===== src/rtl/dm_access_unit_if.sv =====
// -----------------------------------------------------------------------------
// dm_access_unit_if
// Request/acknowledge data-memory bus between the DM access unit (master) and
// the data memory (slave).
//   bus_req    master -> slave  request, held high until bus_ack
//   bus_we     master -> slave  1 = write, 0 = read
//   bus_addr   master -> slave  word-aligned byte address
//   bus_wdata  master -> slave  store data
//   bus_ack    slave  -> master one-cycle completion pulse
//   bus_rdata  slave  -> master load data, valid with bus_ack
// -----------------------------------------------------------------------------
interface dm_access_unit_if #(
  parameter int DATA_W = 32,
  parameter int ADDR_W = 32
);
  logic              bus_req;
  logic              bus_we;
  logic [ADDR_W-1:0] bus_addr;
  logic [DATA_W-1:0] bus_wdata;
  logic              bus_ack;
  logic [DATA_W-1:0] bus_rdata;

  modport master (
    output bus_req, bus_we, bus_addr, bus_wdata,
    input  bus_ack, bus_rdata
  );

  modport slave (
    input  bus_req, bus_we, bus_addr, bus_wdata,
    output bus_ack, bus_rdata
  );
endinterface


===== src/rtl/dm_access_unit.sv =====
// -----------------------------------------------------------------------------
// dm_access_unit
// Data-memory stage. Consumes the EX/DM pipeline register, turns loads and
// stores into one req/ack transaction on the data-memory bus, stalls the
// upstream pipeline while the access is outstanding and registers the result
// toward the DM/WB register. Non-memory instructions pass through in a cycle.
//
// Ports
//   clk, reset         clock, asynchronous active-low reset
//   mem_read_in ..     EX/DM inputs (mem_read/mem_write/mem_to_reg/reg_write,
//   write_data_in      rd, byte address, store data)
//   bus                data-memory bus (master side)
//   stall              combinational freeze of PC, IF/ID, ID/EX, EX/DM
//   *_out              DM/WB register outputs
//   misalign_err       one-cycle pulse: memory op with addr[1:0] != 0
//   timeout_err        one-cycle pulse: access aborted, no ack within TIMEOUT
// -----------------------------------------------------------------------------
module dm_access_unit #(
  parameter int DATA_W  = 32,
  parameter int ADDR_W  = 32,
  parameter int TIMEOUT = 15   // 1..255 ACCESS cycles without ack before abort
) (
  input  logic              clk,
  input  logic              reset,
  input  logic              mem_read_in,
  input  logic              mem_write_in,
  input  logic              mem_to_reg_in,
  input  logic              reg_write_in,
  input  logic [4:0]        rd_in,
  input  logic [ADDR_W-1:0] mem_address_in,
  input  logic [DATA_W-1:0] write_data_in,
  dm_access_unit_if.master  bus,
  output logic              stall,
  output logic [DATA_W-1:0] read_data_out,
  output logic [ADDR_W-1:0] alu_result_out,
  output logic [4:0]        rd_out,
  output logic              reg_write_out,
  output logic              mem_to_reg_out,
  output logic              misalign_err,
  output logic              timeout_err
);

  typedef enum logic [1:0] {
    S_IDLE   = 2'd0,
    S_ACCESS = 2'd1,
    S_DONE   = 2'd2
  } state_t;

  localparam logic [7:0] LAST_CNT = 8'(TIMEOUT - 1);

  state_t            r_state;
  state_t            w_next_state;
  logic              w_stall;

  logic [ADDR_W-1:0] r_addr;
  logic [DATA_W-1:0] r_wdata;
  logic              r_we;
  logic              r_is_load;
  logic [7:0]        r_cnt;
  logic              r_abort;
  logic [DATA_W-1:0] r_rdata_buf;

  logic              w_mem_op;
  logic              w_misaligned;
  logic              w_start;
  logic              w_ack;
  logic              w_abort_now;

  assign w_mem_op     = mem_read_in | mem_write_in;
  assign w_misaligned = w_mem_op & (|mem_address_in[1:0]);
  assign w_start      = (r_state == S_IDLE) & w_mem_op & ~w_misaligned;
  // bus_ack only counts while a request is outstanding; stray pulses are ignored.
  assign w_ack        = (r_state == S_ACCESS) & bus.bus_ack;
  // Ack in the last allowed cycle wins over the abort.
  assign w_abort_now  = (r_state == S_ACCESS) & ~bus.bus_ack & (r_cnt == LAST_CNT);

  // ---------------------------------------------------------------------------
  // FSM: state register
  // ---------------------------------------------------------------------------
  always_ff @(posedge clk or negedge reset) begin
    if (!reset) begin
      r_state <= S_IDLE;
    end else begin
      // NOTE: state is updated with <= so every flop samples pre-edge values.
      r_state <= w_next_state;
    end
  end

  // ---------------------------------------------------------------------------
  // FSM: next state and stall
  // ---------------------------------------------------------------------------
  always_comb begin
    // NOTE: defaults first so no path leaves a variable unassigned (no latch).
    w_next_state = r_state;
    w_stall      = 1'b0;
    case (r_state)
      S_IDLE:   if (w_start) w_next_state = S_ACCESS;
      S_ACCESS: if (w_ack || w_abort_now) w_next_state = S_DONE;
      S_DONE:   w_next_state = S_IDLE;   // served op is never reissued
      default:  w_next_state = S_IDLE;
    endcase
    w_stall = w_start | (r_state == S_ACCESS);
  end

  // While reset is held the pipeline must not be frozen by a stale EX/DM op.
  assign stall = reset & w_stall;

  // ---------------------------------------------------------------------------
  // Transaction datapath: latched request, cycle counter, load buffer, errors
  // ---------------------------------------------------------------------------
  always_ff @(posedge clk or negedge reset) begin
    if (!reset) begin
      // NOTE: every register here is a plain flop, so all get a reset value;
      // there is no storage array that would need to be left unreset.
      r_addr         <= '0;
      r_wdata        <= '0;
      r_we           <= 1'b0;
      r_is_load      <= 1'b0;
      r_cnt          <= '0;
      r_abort        <= 1'b0;
      r_rdata_buf    <= '0;
      misalign_err   <= 1'b0;
      timeout_err    <= 1'b0;
    end else begin
      misalign_err <= (r_state == S_IDLE) & w_misaligned;
      timeout_err  <= w_abort_now;
      if (w_start) begin
        r_addr    <= {mem_address_in[ADDR_W-1:2], 2'b00};
        r_wdata   <= write_data_in;
        r_we      <= mem_write_in;           // read+write together is a write
        r_is_load <= ~mem_write_in;
        r_cnt     <= '0;
        r_abort   <= 1'b0;
      end
      if (r_state == S_ACCESS) begin
        r_cnt <= r_cnt + 8'd1;
        if (w_ack && r_is_load) r_rdata_buf <= bus.bus_rdata;
        if (w_abort_now)        r_abort     <= 1'b1;
      end
    end
  end

  assign bus.bus_req   = (r_state == S_ACCESS);
  assign bus.bus_we    = r_we;
  assign bus.bus_addr  = r_addr;
  assign bus.bus_wdata = r_wdata;

  // ---------------------------------------------------------------------------
  // DM/WB register: bubble while stalled, otherwise capture the EX/DM op
  // ---------------------------------------------------------------------------
  always_ff @(posedge clk or negedge reset) begin
    if (!reset) begin
      read_data_out  <= '0;
      alu_result_out <= '0;
      rd_out         <= '0;
      reg_write_out  <= 1'b0;
      mem_to_reg_out <= 1'b0;
    end else if (w_stall) begin
      reg_write_out <= 1'b0;
    end else begin
      rd_out         <= rd_in;
      mem_to_reg_out <= mem_to_reg_in;
      alu_result_out <= mem_address_in;
      reg_write_out  <= reg_write_in & ~w_misaligned &
                        ~((r_state == S_DONE) & r_abort & r_is_load);
      read_data_out  <= ((r_state == S_DONE) && r_is_load) ? r_rdata_buf : '0;
    end
  end

endmodule


===== src/flat_wrapper.sv =====
// flat-port wrapper written by rule: the top's interface ports become plain ports
module dm_access_unit_flat 
#(
  parameter int DATA_W  = 32,
  parameter int ADDR_W  = 32,
  parameter int TIMEOUT = 15                                                   
)
  (clk, reset, mem_read_in, mem_write_in, mem_to_reg_in, reg_write_in, rd_in, mem_address_in, write_data_in, stall, read_data_out, alu_result_out, rd_out, reg_write_out, mem_to_reg_out, misalign_err, timeout_err, bus_bus_req, bus_bus_we, bus_bus_addr, bus_bus_wdata, bus_bus_ack, bus_bus_rdata);
  dm_access_unit_if #(.DATA_W(DATA_W), .ADDR_W(ADDR_W)) bus_i ();
  input  logic clk;
  input  logic reset;
  input  logic mem_read_in;
  input  logic mem_write_in;
  input  logic mem_to_reg_in;
  input  logic reg_write_in;
  input  logic [4:0] rd_in;
  input  logic [ADDR_W-1:0] mem_address_in;
  input  logic [DATA_W-1:0] write_data_in;
  output logic stall;
  output logic [DATA_W-1:0] read_data_out;
  output logic [ADDR_W-1:0] alu_result_out;
  output logic [4:0] rd_out;
  output logic reg_write_out;
  output logic mem_to_reg_out;
  output logic misalign_err;
  output logic timeout_err;
  output wire logic [$bits(bus_i.bus_req)-1:0] bus_bus_req;
  output wire logic [$bits(bus_i.bus_we)-1:0] bus_bus_we;
  output wire logic [$bits(bus_i.bus_addr)-1:0] bus_bus_addr;
  output wire logic [$bits(bus_i.bus_wdata)-1:0] bus_bus_wdata;
  input wire logic [$bits(bus_i.bus_ack)-1:0] bus_bus_ack;
  input wire logic [$bits(bus_i.bus_rdata)-1:0] bus_bus_rdata;
  assign bus_bus_req = bus_i.bus_req;
  assign bus_bus_we = bus_i.bus_we;
  assign bus_bus_addr = bus_i.bus_addr;
  assign bus_bus_wdata = bus_i.bus_wdata;
  assign bus_i.bus_ack = bus_bus_ack;
  assign bus_i.bus_rdata = bus_bus_rdata;
  dm_access_unit #(.DATA_W(DATA_W), .ADDR_W(ADDR_W), .TIMEOUT(TIMEOUT)) u_core (.clk(clk), .reset(reset), .mem_read_in(mem_read_in), .mem_write_in(mem_write_in), .mem_to_reg_in(mem_to_reg_in), .reg_write_in(reg_write_in), .rd_in(rd_in), .mem_address_in(mem_address_in), .write_data_in(write_data_in), .bus(bus_i), .stall(stall), .read_data_out(read_data_out), .alu_result_out(alu_result_out), .rd_out(rd_out), .reg_write_out(reg_write_out), .mem_to_reg_out(mem_to_reg_out), .misalign_err(misalign_err), .timeout_err(timeout_err));
endmodule

===== config.mk =====
export PLATFORM = sky130hd
export DESIGN_NAME = dm_access_unit_flat
export DESIGN_NICKNAME = d
export VERILOG_FILES = /design/src/rtl/dm_access_unit_if.sv /design/src/rtl/dm_access_unit.sv /design/src/flat_wrapper.sv
export SDC_FILE = /design/constraint.sdc
export NUM_CORES = 1
export LEC_CHECK = 0
export CAP_MARGIN = 20
export CORE_MARGIN = 3
export CORE_UTILIZATION = 44
export DETAILED_ROUTE_END_ITERATION = 12
export HOLD_SLACK_MARGIN = 0.03
export PLACE_DENSITY = 0.79
export SLEW_MARGIN = 10
export SYNTH_ARGS = -nofsm -noshare
export SYNTH_HDL_FRONTEND = slang
export SYNTH_SLANG_ARGS = --single-unit

===== constraint.sdc =====
create_clock -name clk -period 2.1 [get_ports clk]
set_input_delay 0.21 -clock clk [delete_from_list [all_inputs] [get_ports clk]]
set_output_delay 0.21 -clock clk [all_outputs]
set_load 0.05 [all_outputs]

==> run metrics, run 1 <==
DR iter-0 viols around 190; Cell Chain, Critical Path clkdlybuf4s50_1 > nor2_4 > o21ai_1 > a21oi_4 > buf_12 > and2_1 > buf_12; drt drc 0; routed vias/inst 5.17; Wirelength per Cell 18.9 um; Worst Setup End Kind primary output; clk_lat worst skew 0.42 ns; Seq/Total Area, Yosys 66.5%; Worst-Margin Slew approximately 0.61 ns; Avg Cell Area, Syn 15.9 um^2; Max VDD drop about 560 uV; final setup violation count 0; area grow syn2layout 49.6%; Async S/R FF share, synth between 90% and 100%; post_cts resized 0; Max Clock Skew 0.00673 ns; DRT Pass-1 Iters 4; Die Y 130 um; final hold viol count 0; max-slew violation count 0; number of global-route vias before repair 4916; share of cells above drive strength 1 25.3%; CP Buf/Inv Count 3; Max-slew headroom 59.2%; clock root cell clkbuf_16; die area 16900 um^2; # rows 44; Synth Instances 425; diodes inserted 0; DRT antenna net count 0; nets@finish 790; commonest non-fill, non-tap cell in the layout clkdlybuf4s50_1; CP Max Fanout 22; first-pass GRT wire length 25.8 mm; vias roughly 4500; Leak 4.35 nW; CTS tree built; Setup TNS 0 ns; unrepaired setup endpoints after global routing false; antenna violations before repair 1; CP arrival roughly 1.8 ns; PD cells approximately 1200 nW/um^2; Crit path max-delay family buffers and inverters; status finished clean; CTS Buf Count 17; nature of the critical path startpoint input pin; final critical-path share of the clock period 94.8%; slowest stage cell, crit path clkdlybuf4s50_1; Overall Global Routing Usage 19.8%; clock buffer depth 2; Post-synth EDFFs 0; Max-cap violations 0; minimum clock period 1.99 ns; synthesized flop and latch total 180; post-layout util 68.5%; placer congestion estimate 0.769; Setup CP Type input pin to primary output; hpwl dp roughly 12 mm; Yosys warning count 0; Sink Count 180; CTS H-Tree Depth 4; Yosys cell types slightly above 40; Worst Path Required ~1.9 ns; most frequent cells in the layout clkdlybuf4s50_1, dfrtp_1, mux2_2; CP peak stage delay 0.46 ns; initial core utilization 45.8%; I/O Buffers 245; Core ar. 14800 um^2; CP most frequent cell buf_12; clock slew at reported path FFs around 0.060 ns; largest net degree at the start of global routing 112; GR Overflow Total 0; Die X approximately 130 um; main flop type after synthesis dfrtp_1; I/O pin total 248; drt total wl between 15 and 20 mm; fill count 989; fmax 502 MHz; Hold WC Path Type input pin to asynchronous set/reset pin; Cell Area, Synth around 6800 um^2
-- sequential cells by signal, summed over array words and instances (netlist names) --
register,cells
u_core.misalign_err,1
u_core.read_data_out,32
u_core.bus.bus_addr,30
u_core.timeout_err,1
u_core.r_is_load,1
u_core.bus.bus_we,1
u_core.r_rdata_buf,32
u_core.r_cnt,8
u_core.r_abort,1
u_core.bus.bus_wdata,32
u_core.r_state,2
u_core.reg_write_out,1
u_core.alu_result_out,32
u_core.rd_out,5
u_core.mem_to_reg_out,1
-- timing repair --
action,4_1_cts,5_1_grt
hold buffers,1,0
endpoints found under the hold margin,180,0
setup endpoints to repair,0,1
buffers inserted,0,2
-- path summary, 6_finish.rpt --
check | from | end | slack (ns) | cells after the start
min reg2reg | u_core.r_abort | u_core.reg_write_out | 0.46 | 1
max | mem_address_in[0] | stall | 0.11 | 7
max in group asynchronous | reset | u_core.bus.bus_wdata[1] | 1.17 | 3
min | reset | u_core.r_rdata_buf[13] | 0.14 | 2
min in group clk | reg_write_in | u_core.reg_write_out | 0.37 | 3
max reg2reg | u_core.r_cnt[0] | u_core.r_abort | 0.32 | 6
-- report_power, final --
part           total [mW]  switching, mW  internal, mW
registers            4.85          0.503          4.35
clock network        3.19           1.30          1.89
logic                4.57           2.75          1.82
-- cell usage after synthesis, types with 2 or more instances --
cell type	n	area [um^2]
dfrtp_1	180	4500
mux2_1	11	124
a21oi_1	3	15.0
clkbuf_1	3	11.3
a22o_1	32	280
o21a_1	2	15.0
inv_1	5	18.8
o211ai_1	2	15.0
ha_1	2	25.0
o21ai_0	4	20.0
mux2_2	121	1360
nor2_1	4	15.0
nand3_1	6	30.0
buf_4	4	30.0
and3_1	2	12.5
o31ai_1	2	15.0
buf_2	15	75.1
nand2_1	2	7.51
nand4_1	3	18.8
-- per-stage QoR --
step | area (um^2) | power [mW] | worst slack [ns] | hold slack (ns) | std cells
5_1_grt | 10100 | 13.1 | 0.0235 | 0.124 | 876
3_5_place_dp | 9520 | 9.52 | 0.00939 | 0.00580 | 842
6_report | 10100 | 12.6 | 0.109 | 0.141 | 876
4_1_cts | 10100 | 12.7 | 0.0346 | 0.114 | 874
2_1_floorplan | 6780 | 7.73 | 0.457 | -0.0856 | 426
3_3_place_gp | 9520 | 9.37 | 0.0470 | 0.00517 | 842
-- cells by family after synthesis --
logic type | synth area share [%]
mux | 21.9
other cells | 0.0553
buf+inv | 2.27
fa+ha+maj | 0.369
compound gates | 6.11
simple gates | 2.79
flops | 66.5
-- cell type report --
type | instances | area, um^2 | area share (%)
Sequential cell | 180 | 4500 | 44.4
Multi-Input combinational cell | 216 | 2130 | 21.0
Tap cell | 184 | 230 | 2.27
Timing Repair Buffer | 259 | 2660 | 26.2
Inverter | 6 | 22.5 | 0.222
Clock buffer | 18 | 439 | 4.33
Clock inverter | 13 | 159 | 1.57
-- layer usage --
| metal | global-route usage, % | share of wire, % |
|---|---|---|
| met1 | 23.1 | 39 |
| met2 | 34.0 | 51 |
| met3 | 7.90 | 9.3 |
| met4 | 5.68 | 1.3 |
| met5 | 0 | 0.11 |
(Power assumes the default switching activity.)
==> run 2: changes to the inputs <==
CORE_UTILIZATION = 48   (was 44)
PLACE_DENSITY = 0.85   (was 0.79)
clock period = 2.3 ns   (was 2.1 ns; I/O delays follow)
==> run metrics, run 2 (same netlist as run 1, synthesis figures left out) <==
status finished clean; diodes inserted 0 (unchanged); clock root cell clkbuf_16; routed vias/inst 5.24 (+1.2%); Max-slew headroom 60.0% (+0.81 points); initial core utilization 50.2% (+4.4 points); clock slew at reported path FFs 0.06 ns (about the same); I/O pin total 248 (unchanged); M3 GR Usage 7.38% (-0.52 points); Wirelength per Cell 19.4 um (+2.2%); CTS tree built; final setup violation count 0 (unchanged); net switching fraction of the power 36.3% (+0.19 points); Overall Global Routing Usage 22.0% (+2.2 points); Worst-Margin Slew 0.600 ns (-0.0121 ns); Net Sw Power 4.12 mW (-9.5%); antenna violations before repair 0 (-1); final hold viol count 0 (unchanged); Max Clock Skew 0.00888 ns (+0.00216 ns); vias 4540 (+0.20%); worst r2r path cells 6 (unchanged); Core ar. 13500 um^2 (-8.8%); drt drc 0 (unchanged); CTS Buf Count 17 (unchanged); CP arrival 1.87 ns (+0.09 ns); clk_lat worst skew 0.42 ns (about the same); Setup TNS 0 ns (unchanged); share of cells above drive strength 1 24.5% (-0.83 points); placer congestion estimate 0.789 (+2.6%); Max-cap violations 0 (unchanged); post-CTS setup buffer count 0 (unchanged); Cell Int Power 7.23 mW (-10%); GR peak layer met2; first-pass GRT wire length 27.1 mm (+5.3%); number of global-route vias before repair 4948 (+0.65%); CTS H-Tree Depth 4 (unchanged); die area 15600 um^2 (-8.0%); CP Max Fanout 33 (+50%); # rows 42 (-4.5%); DRT antenna net count 0 (unchanged); logic gate share of total power 36.8% (+0.6 points); most frequent cells in the layout clkdlybuf4s50_1, dfrtp_1, mux2_2; commonest non-fill, non-tap cell in the layout clkdlybuf4s50_1; area grow syn2layout 48.5%; Max VDD drop 573 uV (+2.5%); Setup CP Type input pin to primary output; clock buffer depth 2 (unchanged); DRT Pass-1 Iters 4 (unchanged); Worst Setup End Kind primary output; clock share of power 24.1% (-1.2 points); Die X 125 um (-4.1%); drt total wl 16.8 mm (+1.2%); Die Y 125 um (-4.1%); Sink Count 180 (unchanged); global-route track usage on met2 36.0% (+2.0 points); largest net degree at the start of global routing 95 (-15%); nets@finish 788 (-0.25%); Power Total 11.4 mW (-10%); Worst Path Required 2.07 ns (+0.18 ns); fmax 475 MHz; M1 GR Usage 27.8% (+4.7 points); Leak 4.31 nW (-0.78%); Reg power frac 39.1% (+0.6 points); DR iter-0 viols 232 (+24%); I/O Buffers 245 (unchanged); hpwl dp 12.1 mm (+0.14%); unrepaired setup endpoints after global routing false; nature of the critical path startpoint input pin; GR Overflow Total 0 (unchanged); max-slew violation count 0 (unchanged); final critical-path share of the clock period between 90% and 100%; minimum clock period 2.10 ns; PD cells 1130 nW/um^2 (-9.3%); Hold WC Path Type input pin to asynchronous set/reset pin
-- run 2: worst paths after layout --
check	startpoint	endpoint	slack [ns]
min in group clk	rd_in[2]	u_core.rd_out[2]	0.41
max in group asynchronous	reset	u_core.read_data_out[31]	1.07
max reg2reg	u_core.r_cnt[0]	u_core.r_abort	0.53
max	mem_address_in[1]	stall	0.20
min	reset	u_core.rd_out[2]	0.28
min reg2reg	u_core.r_abort	u_core.reg_write_out	0.46
-- run 2: final cells by class --
class / instances / area [um^2]
Fill cell: 815 / 3440
Multi-Input combinational cell: 216 / 2130
Sequential cell: 180 / 4500
Timing Repair Buffer: 257 / 2620
Clock buffer: 25 / 495
Tap cell: 176 / 220
Clock inverter: 7 / 72.6
Inverter: 6 / 22.5
-- run 2: layer usage --
layer | wire, um | part of all wire [%] | vias to the layer above
met5 | 0 | 0 | -
met3 | 1250 | 7.4 | 28
met2 | 8260 | 49 | 190
met1 | 6950 | 41 | 2288
met4 | 333 | 2.0 | 0
li1 | - | - | 2034
-- run 2: what timing repair did --
action	CTS	global route
gates resized for setup	1	0
hold endpoints to repair	37	0
hold buffers	1	0
setup endpoints to repair	1	0
-- run 2: power groups by stage --
stage               Sequential, mW  Clock, mW  Combinational [mW]
finish                        4.43       2.74                4.18
global route                  4.53       2.94                4.35
CTS                           4.43       2.81                4.22
detailed placement            4.48          0                4.21
global placement              4.42          0                4.12
floorplan                     6.10          0               0.955
-- run 2: critical path, stage by stage --
cell             delay (ns)
clkdlybuf4s50_1        0.47
nor2_4                 0.21
o21ai_1                0.14
a21oi_4                0.24
buf_12                 0.22
and2_1                 0.20
buf_12                 0.15
-- run 2: through the flow --
stage	cell area, um^2	std cells	setup WS, ns	hold slack [ns]	util, %
after global placement	9490	834	0.251	0.152	70.2
after detailed placement	9490	834	0.198	0.155	70.2
final	10100	867	0.196	0.285	74.5
after CTS	10100	867	0.171	0.263	74.5
after global routing	10100	867	0.117	0.303	74.5
after floorplan	6780	426	0.617	-0.0656	-
